### src/rtl/pulse_period_meter_pkg.sv
// Shared definitions for the pulse period meter: FSM encodings and the
// counter width it shares with the threshold-driven clock divider.
package pulse_period_meter_pkg;

    localparam int PPM_W = 26;

    localparam logic [1:0] ST_IDLE  = 2'd0;
    localparam logic [1:0] ST_ARMED = 2'd1;
    localparam logic [1:0] ST_MEAS  = 2'd2;

    typedef enum logic [1:0] {
        IDLE  = ST_IDLE,
        ARMED = ST_ARMED,
        MEAS  = ST_MEAS
    } state_t;

endpackage

### src/rtl/pulse_period_meter_if.sv
// Control and result signals of the pulse period meter; the block sits on the
// slave side, whoever drives the pulse train and reference sits on the master side.
interface pulse_period_meter_if
    import pulse_period_meter_pkg::*;
#(
    parameter int W = PPM_W
);
    logic         enable;
    logic         pulse_in;
    logic [W-1:0] expected;
    logic [W-1:0] period_out;
    logic         period_valid;
    logic         in_range;
    logic         timeout;

    modport master (
        output enable, pulse_in, expected,
        input  period_out, period_valid, in_range, timeout
    );

    modport slave (
        input  enable, pulse_in, expected,
        output period_out, period_valid, in_range, timeout
    );
endinterface

### src/rtl/pulse_period_meter_rise.sv
// Registered rising-edge detector: rise is high in the cycle the input first
// goes high, using the input's value from the previous clock.
module rise_detect (
    input  logic default_clk,
    input  logic resetn,
    input  logic in,
    output logic rise
);
    logic prev;

    always_ff @(posedge default_clk) begin
        if (!resetn) prev <= 1'b0;
        else         prev <= in;
    end

    assign rise = in & ~prev;
endmodule

### src/rtl/pulse_period_meter.sv
// Measures the distance in clocks between consecutive rising edges of a pulse
// train, checks it against a reference, and flags a stalled source.
module pulse_period_meter
    import pulse_period_meter_pkg::*;
#(
    parameter int W   = PPM_W,
    parameter int TOL = 0
) (
    input  logic                 default_clk,
    input  logic                 resetn,
    pulse_period_meter_if.slave  bus
);
    localparam logic [W-1:0] CNT_MAX = '1;
    localparam logic [W-1:0] CNT_ONE = W'(1);
    localparam logic [W:0]   TOL_W   = (W+1)'(TOL);

    logic         rise;
    state_t       state, state_nxt;
    logic [W-1:0] counter, counter_nxt;
    logic [W-1:0] period_q, period_nxt;
    logic         valid_q, valid_nxt;
    logic         inr_q, inr_nxt;
    logic         to_q, to_nxt;

    logic [W:0]   cnt_x, exp_x, diff;
    logic         in_range_now;

    rise_detect u_rise (
        .default_clk (default_clk),
        .resetn      (resetn),
        .in          (bus.pulse_in),
        .rise        (rise)
    );

    // One extra bit so the difference can never wrap.
    assign cnt_x        = {1'b0, counter};
    assign exp_x        = {1'b0, bus.expected};
    assign diff         = (cnt_x >= exp_x) ? (cnt_x - exp_x) : (exp_x - cnt_x);
    assign in_range_now = (diff <= TOL_W);

    always_comb begin
        state_nxt   = state;
        counter_nxt = counter;
        period_nxt  = period_q;
        valid_nxt   = 1'b0;
        inr_nxt     = inr_q;
        to_nxt      = to_q;
        if (!bus.enable) begin
            state_nxt   = IDLE;
            counter_nxt = '0;
            to_nxt      = 1'b0;
        end else begin
            unique case (state)
                IDLE: begin
                    counter_nxt = '0;
                    state_nxt   = ARMED;
                end
                ARMED: begin
                    if (rise) begin
                        counter_nxt = CNT_ONE;
                        state_nxt   = MEAS;
                    end
                end
                MEAS: begin
                    // A rise on the saturated count is still a valid period.
                    if (rise) begin
                        period_nxt  = counter;
                        valid_nxt   = 1'b1;
                        inr_nxt     = in_range_now;
                        to_nxt      = 1'b0;
                        counter_nxt = CNT_ONE;
                    end else if (counter == CNT_MAX) begin
                        to_nxt      = 1'b1;
                        counter_nxt = '0;
                        state_nxt   = ARMED;
                    end else begin
                        counter_nxt = counter + CNT_ONE;
                    end
                end
                default: begin
                    state_nxt   = IDLE;
                    counter_nxt = '0;
                end
            endcase
        end
    end

    always_ff @(posedge default_clk) begin
        if (!resetn) begin
            state    <= IDLE;
            counter  <= '0;
            period_q <= '0;
            valid_q  <= 1'b0;
            inr_q    <= 1'b0;
            to_q     <= 1'b0;
        end else begin
            state    <= state_nxt;
            counter  <= counter_nxt;
            period_q <= period_nxt;
            valid_q  <= valid_nxt;
            inr_q    <= inr_nxt;
            to_q     <= to_nxt;
        end
    end

    assign bus.period_out   = period_q;
    assign bus.period_valid = valid_q;
    assign bus.in_range     = inr_q;
    assign bus.timeout      = to_q;
endmodule

### src/flat_wrapper.sv
// flat-port wrapper written by rule: the top's interface ports become plain ports
module pulse_period_meter_flat import pulse_period_meter_pkg::*;
#(
    parameter int W   = PPM_W,
    parameter int TOL = 0
)
  (default_clk, resetn, bus_enable, bus_pulse_in, bus_expected, bus_period_out, bus_period_valid, bus_in_range, bus_timeout);
  pulse_period_meter_if #(.W(W)) bus_i ();
  input  logic default_clk;
  input  logic resetn;
  input wire logic [$bits(bus_i.enable)-1:0] bus_enable;
  input wire logic [$bits(bus_i.pulse_in)-1:0] bus_pulse_in;
  input wire logic [$bits(bus_i.expected)-1:0] bus_expected;
  output wire logic [$bits(bus_i.period_out)-1:0] bus_period_out;
  output wire logic [$bits(bus_i.period_valid)-1:0] bus_period_valid;
  output wire logic [$bits(bus_i.in_range)-1:0] bus_in_range;
  output wire logic [$bits(bus_i.timeout)-1:0] bus_timeout;
  assign bus_i.enable = bus_enable;
  assign bus_i.pulse_in = bus_pulse_in;
  assign bus_i.expected = bus_expected;
  assign bus_period_out = bus_i.period_out;
  assign bus_period_valid = bus_i.period_valid;
  assign bus_in_range = bus_i.in_range;
  assign bus_timeout = bus_i.timeout;
  pulse_period_meter #(.W(W), .TOL(TOL)) u_core (.default_clk(default_clk), .resetn(resetn), .bus(bus_i));
endmodule
### config.mk
export PLATFORM = sky130hd
export DESIGN_NAME = pulse_period_meter_flat
export DESIGN_NICKNAME = d
export VERILOG_FILES = /design/src/rtl/pulse_period_meter_pkg.sv /design/src/rtl/pulse_period_meter_if.sv /design/src/rtl/pulse_period_meter_rise.sv /design/src/rtl/pulse_period_meter.sv /design/src/flat_wrapper.sv
export SDC_FILE = /design/constraint.sdc
export NUM_CORES = 1
export LEC_CHECK = 0
export ABC_CLOCK_PERIOD_IN_PS = 9230
export CAP_MARGIN = 10
export CORE_MARGIN = 4
export CORE_UTILIZATION = 40
export CTS_BUF_LIST = sky130_fd_sc_hd__clkbuf_4 sky130_fd_sc_hd__clkbuf_8
export DETAILED_ROUTE_END_ITERATION = 8
export DONT_BUFFER_PORTS = 1
export PLACE_DENSITY = 0.56
export SLEW_MARGIN = 0
export SYNTH_ARGS = -nofsm -noshare
export SYNTH_HDL_FRONTEND = slang
export SYNTH_HIERARCHICAL = 1
export SYNTH_SLANG_ARGS = --single-unit
### constraint.sdc
create_clock -name default_clk -period 9.23 [get_ports default_clk]
set_input_delay 0.923 -clock default_clk [delete_from_list [all_inputs] [get_ports default_clk]]
set_output_delay 0.923 -clock default_clk [all_outputs]
set_load 0.05 [all_outputs]
==> out/qor.txt, run 1 <==
Status: completed
Final Util: 0.434
TNS Setup: 0 ps
Asr flop ratio synth: 0
Hold Crit Class: reg -> reg
Die Ht: 126 um
Post-Synthesis Cells: 786
Clock skew: 12.0 ps
Setup CP Type: reg -> reg
Power Dens Cells: 103 mW/mm2
Die area: 0.0159 mm2
Dpl cells: 920
CP Capture Type: register
DIE WIDTH: 126 um
Max Fanout on Critical Path: 18
CP Cell Sequence: ha_1, and3_1, nand3_1, nor4_2, nand3_1, nor2_1, and3_1, or4_1, nor2_1, nor3_1, nor3_1
Initial antenna violation count: 0
Syn nets: 873
Synth area leaders: dfxtp_1, ha_1, a21oi_1
Antenna viol nets, final: 0
Max-slew headroom: 0.276
Top-area cell type share of the netlist area: 0.208
Via-to-Cell Ratio: 5.97
CTS Buf Count: 9
Crit path DAT: 3960 ps
Tmin final: 3790 ps
FMAX: 264 MHz
Most common cell in the netlist: nand2_1
Initial Util: 0.416
Cts hold-fix bufs: 0
Iteration-0 DRC count of the detailed router: 518
Post-synthesis register bit count: 58
Vias in the first global route: 5,376
I/O Pins: 59
Leakage: 2.15 nW
Area delta synth->final: 4.45%
Synth cell types: 68
CP peak stage delay: 660 ps
DP HPWL: 13,700 um
First-pass GRT wire length: 28,000 um
Share of post-route cells with drive strength above 1: 0.0526
Post-placement worst setup slack: 5150 ps
Buf/Inv on CP: 0
Crit path max-delay family: simple AND/OR/NAND/NOR gates
Slew Viols, Final: 0
Tightest Pin Transition: 1080 ps
Fin. Hold Viols: 0
Via count: 5,592
N_diodes: 0
Final net count: 842
Post-CTS setup buffers: 0
Synth Warn #: 6
Worst Path Required: 9400 ps
DRT Pass-1 Iters: 5
Worst-skew pair later-pin latency: 350 ps
Top cells by count, synth: nand2_1, a21oi_1, inv_1
Synth Flop Type: dfxtp_1
Sequential share of the synthesized area: 0.208
Post-Layout Cell Count: 936
Total GRT Usage: 0.213
Yosys top cell by area: dfxtp_1
Slowest cell on crit path: or4_1
Residual DRC count: 0
Post-route cell area: 0.00584 mm2
Fin worst setup slack: 5440 ps
Total power: 0.600 mW
Maximum capacitance violations: 0
Cell area after synthesis: 0.00559 mm2
Total Wirelength: 17,300 um
Hold Slack: 562 ps
Pin count of the biggest net entering global routing: 31
Clk slew on worst S/H paths: 80 ps
Max clock buf depth: 2
Final Setup Violations: 0
TritonCTS clock tree: yes
CP startpoint kind: register
Gr ovfl total: 0
WL per Instance: 18.4 um
Resized cells post-CTS: 0
Num Clock Sinks: 58
H-tree levels: 3
Clock root cell: clkbuf_8
Post-synth EDFFs: 0
Peak VDD IR: 100 uV
RSZ-0062 raised after global routing: no
Placed Area: 0.00563 mm2
Fin crit share: 0.410
Port bufs: 0
Core Area: 0.0135 mm2
Syn Area/Cell: 7.12 um2
Placer Congestion: 0.942
Row count: 42
[final timing paths]
kind / slack, ps / cells after the start / from / endpoint
hold / removal: 560 / 2 / u_core/counter[16] / u_core/counter[16]
setup reg to reg: 5440 / 11 / u_core/counter[1] / u_core/counter[15]
setup / recovery: 5440 / 11 / u_core/counter[1] / u_core/counter[15]
hold reg to reg: 560 / 2 / u_core/counter[16] / u_core/counter[16]
[cells by family after synthesis]
group                      Yosys count  share of synthesized area
and+or+nand+nor                    274                      0.242
AOI/OAI and AO/OA                  248                      0.280
buffers and inverters              111                     0.0817
DFF                                 58                      0.208
adders and majority gates           57                      0.128
xor gates and xnor gates            32                     0.0501
muxes                                6                     0.0110
[sequential cells by signal, indices dropped and copies added, names as in the netlist]
| signal | cells |
|---|---|
| u_core/bus.in_range | 1 |
| u_core/bus.period_out | 26 |
| u_core/bus.period_valid | 1 |
| u_core/bus.timeout | 1 |
| u_core/counter | 26 |
| u_core/state | 2 |
| u_core/u_rise/prev | 1 |
[where the power goes]
part	internal [mW]	switching, mW	leakage [nW]
Clock	0.142	0.107	0.102
Combinational	0.0359	0.0637	1.58
Sequential	0.251	0.000591	0.467
Total	0.429	0.171	2.15
[per-layer routing]
layer  track usage  part of all wire  vias to the layer above
met2         0.326              0.44                      220
met5             0                 0                        -
met3        0.0436             0.068                       22
met4        0.0681             0.020                        0
li1              -                 -                     2732
met1         0.299              0.47                     2618
[placed cells by master (no fill, tap or decap), drive strengths merged, types with 3 or more instances in the layout]
cell type / Yosys / layout
a211oi: 11 / 11
a21boi: 28 / 28
a21o: 6 / 6
a21oi: 91 / 91
a311oi: 12 / 12
a31oi: 6 / 6
and2: 4 / 4
and3: 8 / 8
and4: 6 / 6
buf: 14 / 3
clkbuf: 31 / 12
dfxtp: 58 / 58
ha: 57 / 57
inv: 66 / 66
mux2i: 5 / 5
nand2: 102 / 102
nand2b: 5 / 5
nand3: 22 / 22
nand4: 13 / 13
nor2: 55 / 55
nor2b: 5 / 5
nor3: 28 / 28
nor4: 10 / 10
o211ai: 6 / 6
o21a: 7 / 7
o21ai: 48 / 48
o21bai: 8 / 8
o31ai: 4 / 4
or4: 5 / 5
xnor2: 20 / 20
xor2: 12 / 12
[worst min-delay path: stages, from the launching register on]
cell and delay, ps:
dfxtp_1 380, nand2_1 80, a21oi_1 60
[final cells by class]
cell class | count | area (um2)
Fill cell | 1440 | 7610
Multi-Input combinational cell | 617 | 3980
Clock buffer | 12 | 159
Sequential cell | 58 | 1160
Clock inverter | 4 | 50.0
Inverter | 66 | 248
Tap cell | 176 | 220
Timing Repair Buffer | 3 | 22.5
No activity file was read; power rests on OpenSTA's default activity.
==> inputs of run 2 (changes only) <==
Settings changed: ABC_CLOCK_PERIOD_IN_PS 9230 to 3850.
Clock period 9.23 ns to 3.85 ns, I/O delays scaled along.
==> run 2 against run 1 <==
Count of clock-buffer cells in the layout fell by 1. Total power rose to 2.5 times the previous value. Via count rose by 0.41%. Critical path depth did not move. Combinational power rose by 150%. Wire length rose by 2.7%. Global-route usage rose by 0.72 points. Sequential power rose by 140%. Clock power rose to 2.6 times the previous value. Fmax rose by 6.8%. Largest power group is now the clock network.
==> out/qor.txt, run 2 (synthesized netlist as in run 1, its figures left out) <==
Status: completed
Initial Util: 0.416 (unchanged)
DP HPWL: 14,100 um (+3.0%)
Area delta synth->final: 5.84%
Leading cell type in the layout, fill and taps excluded: nand2_1
Int Pwr: 1.09 mW (+150%)
Buf/Inv on CP: 0 (unchanged)
Critical path's most frequent cell: or4_4
Resized cells post-CTS: 0 (unchanged)
Cts hold-fix bufs: 0 (unchanged)
Clock root cell: clkbuf_8
I/O Pins: 59 (unchanged)
Fillcell total: 1,425 (-1.0%)
Num Clock Sinks: 58 (unchanged)
Area of the multi-input gates: 0.00398 mm2 (unchanged)
Total GRT Usage: 0.220 (+0.00716)
Residual DRC count: 0 (unchanged)
WL per Instance: 18.8 um (+1.9%)
Psw: 0.419 mW (+140%)
Slew Viols, Final: 0 (unchanged)
Post-Layout Cell Count: 943 (+0.75%)
CP Launch Point: u_core/counter[19]
Vias in the first global route: 5,395 (+0.35%)
Combinational power share: 0.163 (-0.003)
Via-to-Cell Ratio: 5.95 (-0.33%)
Max Fanout on Critical Path: 12 (-6)
Metal2 WL: 7760 um (+2.1%)
Fin. Hold Viols: 0 (unchanged)
Gr ovfl total: 0 (unchanged)
CP Capture Type: register
Clk slew on worst S/H paths: 80 ps (about the same)
Antenna viol nets, final: 0 (unchanged)
Pin count of the biggest net entering global routing: 31 (unchanged)
Core Area: 0.0135 mm2 (unchanged)
Share of post-route cells with drive strength above 1: 0.0613 (+0.00865)
Crit path DAT: 3820 ps (-140 ps)
Iteration-0 DRC count of the detailed router: 512 (-1.2%)
Worst Path Required: 4130 ps (-5270 ps)
Port bufs: 0 (unchanged)
CP peak stage delay: 590 ps (-70 ps)
DIE WIDTH: 126 um (unchanged)
Hold Crit Class: in -> reg
Die Ht: 126 um (unchanged)
FMAX: 282 MHz (+6.8%)
Commonest cells after routing, fill and taps aside: nand2_1, a21oi_1, inv_1
Row count: 42 (unchanged)
CP startpoint kind: register
Max clock buf depth: 2 (unchanged)
Final net count: 850 (+0.95%)
Clock skew: 12.7 ps (+0.710 ps)
Top Layer Used: met4
Worst-skew pair later-pin latency: 340 ps (about the same)
TNS Setup: 0 ps (unchanged)
Slowest cell on crit path: ha_1
CP Cell Sequence: ha_1, nand2_4, or4_4, or4_4, nand2b_2, nor3_2, a311oi_1, a22o_1, xnor2_1, a2111o_1, o21ai_1
Dpl cells: 928 (+0.87%)
Tightest Pin Transition: 1100 ps (+11.1 ps)
Max-slew headroom: 0.268 (-0.00744)
Clock group share of total power: 0.436 (+0.021)
Initial antenna violation count: 0 (unchanged)
H-tree levels: 3 (unchanged)
Sw Ratio: 0.278 (-0.00697)
Maximum capacitance violations: 0 (unchanged)
Met1 Wirelength: 8300 um (+1.8%)
Sequential fraction of design power: 0.400 (-0.019)
Final Setup Violations: 0 (unchanged)
Via count: 5,615 (+0.41%)
Final Util: 0.440 (+0.00577)
First-pass GRT wire length: 28,700 um (+2.5%)
RSZ-0062 raised after global routing: no
Leakage: 2.19 nW (+2.0%)
CTS Buf Count: 9 (unchanged)
FF/Latch Area: 0.00116 mm2 (unchanged)
Setup CP Type: reg -> reg
Tmin final: 3550 ps (-242 ps)
Peak VDD IR: 202 uV (+100%)
Power Dens Cells: 254 mW/mm2 (+150%)
Post-CTS setup buffers: 0 (unchanged)
Hold Startpoint: bus_pulse_in
Crit path max-delay family: simple AND/OR/NAND/NOR gates
R2R Path Start: u_core/counter[19]
Die area: 0.0159 mm2 (unchanged)
DR WL met3: 1160 um (-1.2%)
DRT Pass-1 Iters: 5 (unchanged)
TritonCTS clock tree: yes
Placer Congestion: 0.916 (-2.8%)
N_diodes: 0 (unchanged)
Hold Slack: 170 ps (-392 ps)
Fin crit share: 0.921 (+0.511)
Total Wirelength: 17,700 um (+2.7%)
==> run 2: cell count changes in the layout (fill, tap and decap cells not counted), sizes merged <==
cell	previous run	this run
buf	3	11
clkinv	1	0
bufinv	1	2
clkbuf	12	11
==> run 2: area by class of cell <==
class | instances | area share
Tap cell | 176 | 0.0372
Multi-Input combinational cell | 617 | 0.673
Clock inverter | 4 | 0.0127
Timing Repair Buffer | 11 | 0.0140
Inverter | 66 | 0.0419
Clock buffer | 11 | 0.0256
Sequential cell | 58 | 0.196
==> run 2: worst reg2reg max path, stage by stage, from the launching register on <==
cell and delay (ps):
dfxtp_1 400, ha_1 600, nand2_4 120, or4_4 570
or4_4 560, nand2b_2 90, nor3_2 110, a311oi_1 320
a22o_1 180, xnor2_1 70, a2111o_1 350, o21ai_1 120
==> run 2: stage by stage <==
step	total power [mW]	setup WS (ps)	area (um2)
3_5_place_dp	0.855	366	5690
2_1_floorplan	0.804	704	5590
3_3_place_gp	0.860	401	5690
6_report	1.51	304	5920
4_1_cts	1.51	342	5920
5_1_grt	1.57	95.3	5920
==> run 2: path summary, 6_finish.rpt <==
path	to	slack, ps	cells after the start
setup / recovery	u_core/bus.in_range	300	11
hold / removal	u_core/u_rise/prev	170	1
setup reg to reg	u_core/bus.in_range	300	11
hold reg to reg	u_core/bus.period_out[15]	550	2
==> run 2: power groups by stage <==
stage | Clock, mW | Sequential (mW) | Combinational, mW
global route | 0.702 | 0.602 | 0.268
finish | 0.657 | 0.603 | 0.246
global placement | 0 | 0.616 | 0.244
CTS | 0.670 | 0.603 | 0.240
floorplan | 0 | 0.616 | 0.188
detailed placement | 0 | 0.616 | 0.239
==> run 2: layer usage <==
metal / vias up / GRT usage
li1: 2737 / -
met1: 2637 / 0.313
met2: 211 / 0.332
met3: 30 / 0.0377
met4: 0 / 0.0814
met5: - / 0
==> inputs of run 3 (changes only) <==
Settings changed: SKIP_LAST_GASP set to 1.
==> results of run 3 <==
Same layout as run 2: the final DEF is identical, and so are final timing and power.
